File: src/rtl/prog_ctr.sv
// prog_ctr: PC register with hold/absolute jump/increment; define BRANCH_REL_EN for the flag-gated relative branch
module prog_ctr #(
  parameter int PC_W = 10,
  parameter logic [PC_W-1:0] RESET_VEC = '0
) (
  input  logic            Clk,
  input  logic            Reset,
  input  logic            Start,
  input  logic            BranchAbsEn,
  input  logic            ALU_flag,
`ifdef BRANCH_REL_EN
  input  logic            BranchRelEn,
`endif
  input  logic [PC_W-1:0] Target,
  output logic [PC_W-1:0] ProgCtr
);
  logic [PC_W-1:0] nextPc;
`ifdef BRANCH_REL_EN
  always_comb nextPc = !Start ? ProgCtr :
                       BranchAbsEn ? Target :
                       (BranchRelEn && ALU_flag) ? ProgCtr + Target :
                       ProgCtr + PC_W'(1);
`else
  logic unusedFlag;
  assign unusedFlag = ALU_flag;
  always_comb nextPc = !Start ? ProgCtr : BranchAbsEn ? Target : ProgCtr + PC_W'(1);
`endif
  always_ff @(posedge Clk or negedge Reset)
    if (!Reset) ProgCtr <= RESET_VEC;
    else ProgCtr <= nextPc;
endmodule

File: config.mk
export PLATFORM = sky130hd
export DESIGN_NAME = prog_ctr
export DESIGN_NICKNAME = d
export VERILOG_FILES = /design/src/rtl/prog_ctr.sv
export SDC_FILE = /design/constraint.sdc
export NUM_CORES = 1
export LEC_CHECK = 0
export CORE_UTILIZATION = 35
export DETAILED_ROUTE_END_ITERATION = 8
export PLACE_DENSITY = 0.72
export RECOVER_POWER = 100
export SLEW_MARGIN = 25
export SYNTH_ARGS = -nofsm -noshare
export SYNTH_HDL_FRONTEND = slang
export SYNTH_SLANG_ARGS = --single-unit
File: constraint.sdc
create_clock -name Clk -period 1.7 [get_ports Clk]
set_input_delay 0.51 -clock Clk [delete_from_list [all_inputs] [get_ports Clk]]
set_output_delay 0.51 -clock Clk [all_outputs]
set_load 0.02 [all_outputs]
---- After elaboration in Yosys (flattened, before gate mapping) ----
Index checks and enable logic that the tools add are counted.
cells by class
  $add $sub $neg .......................... 1
  muxes and demuxes ....................... 1
operators with widths
  kind                     count
  $add A10 B1 Y10 const B  1
  $mux W10                 1
storage, ports and cells
  flip-flop bits (word level) ............. 10
  logic and storage cells ................. 3

---- Depth between registers and ports, before layout ----
  depth in word-level cells ............... 2
  depth in mapped cells ................... 6
  depth with buffers taken out ............ 5

---- Least setup slack after synthesis ----
OpenSTA, ideal clock, no wires.
  kind .................................... reg-to-reg
  from .................................... register ProgCtr[0]
  to ...................................... register ProgCtr[6]
  library setup time ...................... 0.126 ns
  data arrival time ....................... 1.268 ns
  required time ........................... 1.574 ns
  slack ................................... 0.306 ns
  cell stages (with the launch flop) ...... 6
  path buffers ............................ 0
  period minus slack after synthesis ...... 1.394 ns
  cell sequence ........................... dfrtp_1 ha_1 nand3_1 nor2_1 mux2i_1 a21oi_1
on the way
  longest elaborated chain between the ends .. 2
RTL lines
  item                      line  text
  start: declaration        15    output logic [PC_W-1:0] ProgCtr
  start signal: assignment  30    else ProgCtr <= nextPc;
  $add A10 B1 Y10           26    always_comb nextPc = !Start ? ProgCtr : BranchAbsEn ? Target : ProgCtr + PC_W'(1);
  $mux W10                  26
No other way between the ends.
A chain may end at the register's enable or synchronous reset.

---- Final worst setup path ----
  from .................................... register ProgCtr[7]
  to ...................................... output ProgCtr[7]
No word-level cell between the ends.

==> impl_metrics.json <==
{
  "avgRoutedWirePerCell_um": 12.0,
  "power_switching_share": 0.337,
  "hpwl_um": 1110,
  "maxCapViolCount": 0,
  "postLayoutCoreUtil": 0.592,
  "post_cts_buffers": 0,
  "htreeDepth": 1,
  "max-slew-margin-rel": 0.674,
  "violations": "design-rule violations",
  "post-place-cells": 115,
  "muxShareOfSynthArea": 0.100,
  "root_buffer": "clkbuf_4",
  "fmax_mhz": 641,
  "ys_ff_latch": 10,
  "drtIter0Drc": 13,
  "grt_use_total": 0.176,
  "synth_xor_area_frac": 0,
  "ys.flop_type": "dfrtp_1",
  "p_seq_frac": 0.369,
  "die_area_sq_mm": 0.00188,
  "clockPowerShare": 0.253,
  "clk_latency_ns": 0.26,
  "outcome": "finished, violations left",
  "cts_buffers": 3,
  "cp_data_arrival_time_ns": 1.05,
  "leakage_nw": 0.423,
  "crit_fanout": 6,
  "hold_buffers": 0,
  "grt_overflow": 0,
  "drc": 2,
  "drtPass1Iterations": 6,
  "ant_nets": 0,
  "power_frac_comb": 0.379,
  "antenna_found_initial": 0,
  "critPathSlowestCell": "dfrtp_1",
  "min_from": "ProgCtr[3]",
  "crit_family": "flip-flops",
  "ys_seq_area_frac": 0.418,
  "clock-sinks": 10,
  "worst_pin_slew_ns": 0.487,
  "power_per_cell_area_mw_per_mm2": 915,
  "synth_top_family_by_area": "compound AO/OA/AOI/OAI gates",
  "nets": 120,
  "die_h_um": 43.4,
  "cp_data_required_time_ns": 1.19,
  "syn_inst": 70,
  "synthArstFlopShare": 1.00,
  "finalHoldViolations": 0,
  "postSynthAreaPerCell_sq_um": 8.56,
  "largest-register": "ProgCtr",
  "clk_pin_slew_ns": 0.07,
  "final_max_slew_viol_count": 0,
  "rows": 14,
  "synth_area_leaders": "dfrtp_1 42%, a21oi_1 10%, mux2i_1 10%",
  "fin_cells": 119,
  "viasPerCell": 5.08,
  "die_w_um": 43.4,
  "r2r-end": "ProgCtr[8]",
  "skew_ns": 0.00344,
  "path_buf_inv": 1,
  "cts_tree": "done",
  "rsz0062_at_grt": "no",
  "largest_reg_flops": 10,
  "synthesis.nets": 86,
  "io_buffers": 23,
  "fin_setup_tns_ns": 0,
  "yosysTopAreaCell": "dfrtp_1",
  "critical_path.max_stage_delay_ns": 0.43,
  "ff2ff_path_depth": 5,
  "synth-simple-area-share": 0.196,
  "ir_drop_uv": 415,
  "min_period_ns": 1.56,
  "grt_max_degree": 11,
  "path_cells": "dlygate4sd2_1",
  "area_delta_synth_final_pct": 54.1,
  "routed_wl_um": 1430,
  "coreArea_sq_mm": 0.00156,
  "grt_pass1_vias": 603,
  "io-pin-count": 25,
  "fin_crit_sh": 0.918,
  "synth_area_sq_um": 599,
  "hold_path_class": "flip-flop to flip-flop",
  "num_antenna_cells": 0,
  "p_sw_mw": 0.285,
  "synth_edf_count": 0,
  "p_int_mw": 0.560,
  "synth_cell_types": 21,
  "min_path_cells": 2,
  "routed-via-count": 605,
  "synth-compound-area-share": 0.215,
  "synthAdderAreaFrac": 0.0209,
  "critPathKind": "flip-flop to output port",
  "r2r_slack_ns": 0.31,
  "setup_viol": 0,
  "endpoint_kind": "output port",
  "synth.top_cell.area_share": 0.418,
  "start_util": 0.384,
  "hold_slack_ns": 0.611,
  "routabilityCongestion": 0.803,
  "layout-drive-gt1-share": 0.155,
  "reg.largest.list": "ProgCtr (10)",
  "grt_first_pass_wirelength_um": 2480,
  "yosysWarnings": 0,
  "clk_path_buf_depth": 2,
  "r2r-start": "ProgCtr[0]",
  "start_kind": "flip-flop",
  "holdPathEnd": "ProgCtr[3]"
}
[placed cells by master (no fill, tap or decap), drive strengths merged]
cell           synthesis  routed
nand2b                 1       1
nand3                  2       2
o32ai                  1       1
nor2                   4       4
buf                    4       9
mux2i                  6       6
o22ai                  5       5
clkdlybuf4s50          0      10
nand4                  3       3
inv                    1       1
a21oi                 12      12
o21ai                  4       4
dfrtp                 10      10
ha                     1       1
clkbuf                 1       6
nand2                 11      11
and3                   1       1
and4                   2       2
dlygate4sd3            0       3
a22o                   1       1
dlygate4sd2            0      10
[routing by layer]
metal	GRT usage	vias up	wire [um]
met1	0.235	269	703
met4	0.0750	0	13
met5	0	-	0
met2	0.273	13	650
met3	0.0417	2	64
li1	-	321	-
[per-stage QoR]
step	area, sq um	power [mW]	setup WS (ns)
3_5_place_dp	906	0.671	0.00343
2_1_floorplan	599	0.495	0.306
5_1_grt	923	0.906	0.0520
6_report	923	0.845	0.139
3_3_place_gp	906	0.666	0.0124
4_1_cts	930	0.861	0.128
[Yosys cell counts (all sizes together) (2+ instances only)]
library cell and number:
nand3 2, buf 4, o21ai 4, o22ai 5
dfrtp 10, nand2 11, nor2 4, and4 2
nand4 3, a21oi 12, mux2i 6
[cell type report]
class,instances,area (sq um)
timing repair buffer,34,294
clock buffer,4,36.3
multi-input combinational,54,319
tap,16,20.0
fill,158,636
sequential,10,250
inverter,1,3.75
[worst max path at each step]
stage                      startpoint    endpoint  cells past startpoint
final                      ProgCtr[7]  ProgCtr[7]                      1
after global routing      BranchAbsEn  ProgCtr[8]                      5
after CTS                  ProgCtr[7]  ProgCtr[7]                      1
after detailed placement        Start  ProgCtr[7]                      5
after global placement          Start  ProgCtr[7]                      5
after floorplan            ProgCtr[0]  ProgCtr[6]                      5
[logic make-up (layout without fill, tap and decap cells)]
group / Yosys count / count (layout)
simple gates: 24 / 24
compound gates: 23 / 23
flops: 10 / 10
mux: 6 / 6
buf+inv: 6 / 39
fa+ha+maj: 1 / 1
[timing repair]
| item | CTS | global route |
|---|---|---|
| hold endpoints to repair | 0 | 0 |
| endpoints found under the setup margin | 10 | 0 |
| gates resized for setup | 10 | 0 |
[power by group through the flow]
| stage | registers (mW) | logic (mW) | clock network (mW) |
|---|---|---|---|
| 4_1_cts | 0.312 | 0.326 | 0.223 |
| 2_1_floorplan | 0.375 | 0.120 | 0 |
| 6_report | 0.312 | 0.320 | 0.214 |
| 5_1_grt | 0.319 | 0.351 | 0.236 |
| 3_5_place_dp | 0.318 | 0.352 | 0 |
| 3_3_place_gp | 0.317 | 0.349 | 0 |
Power figures use the tool's default switching activity.
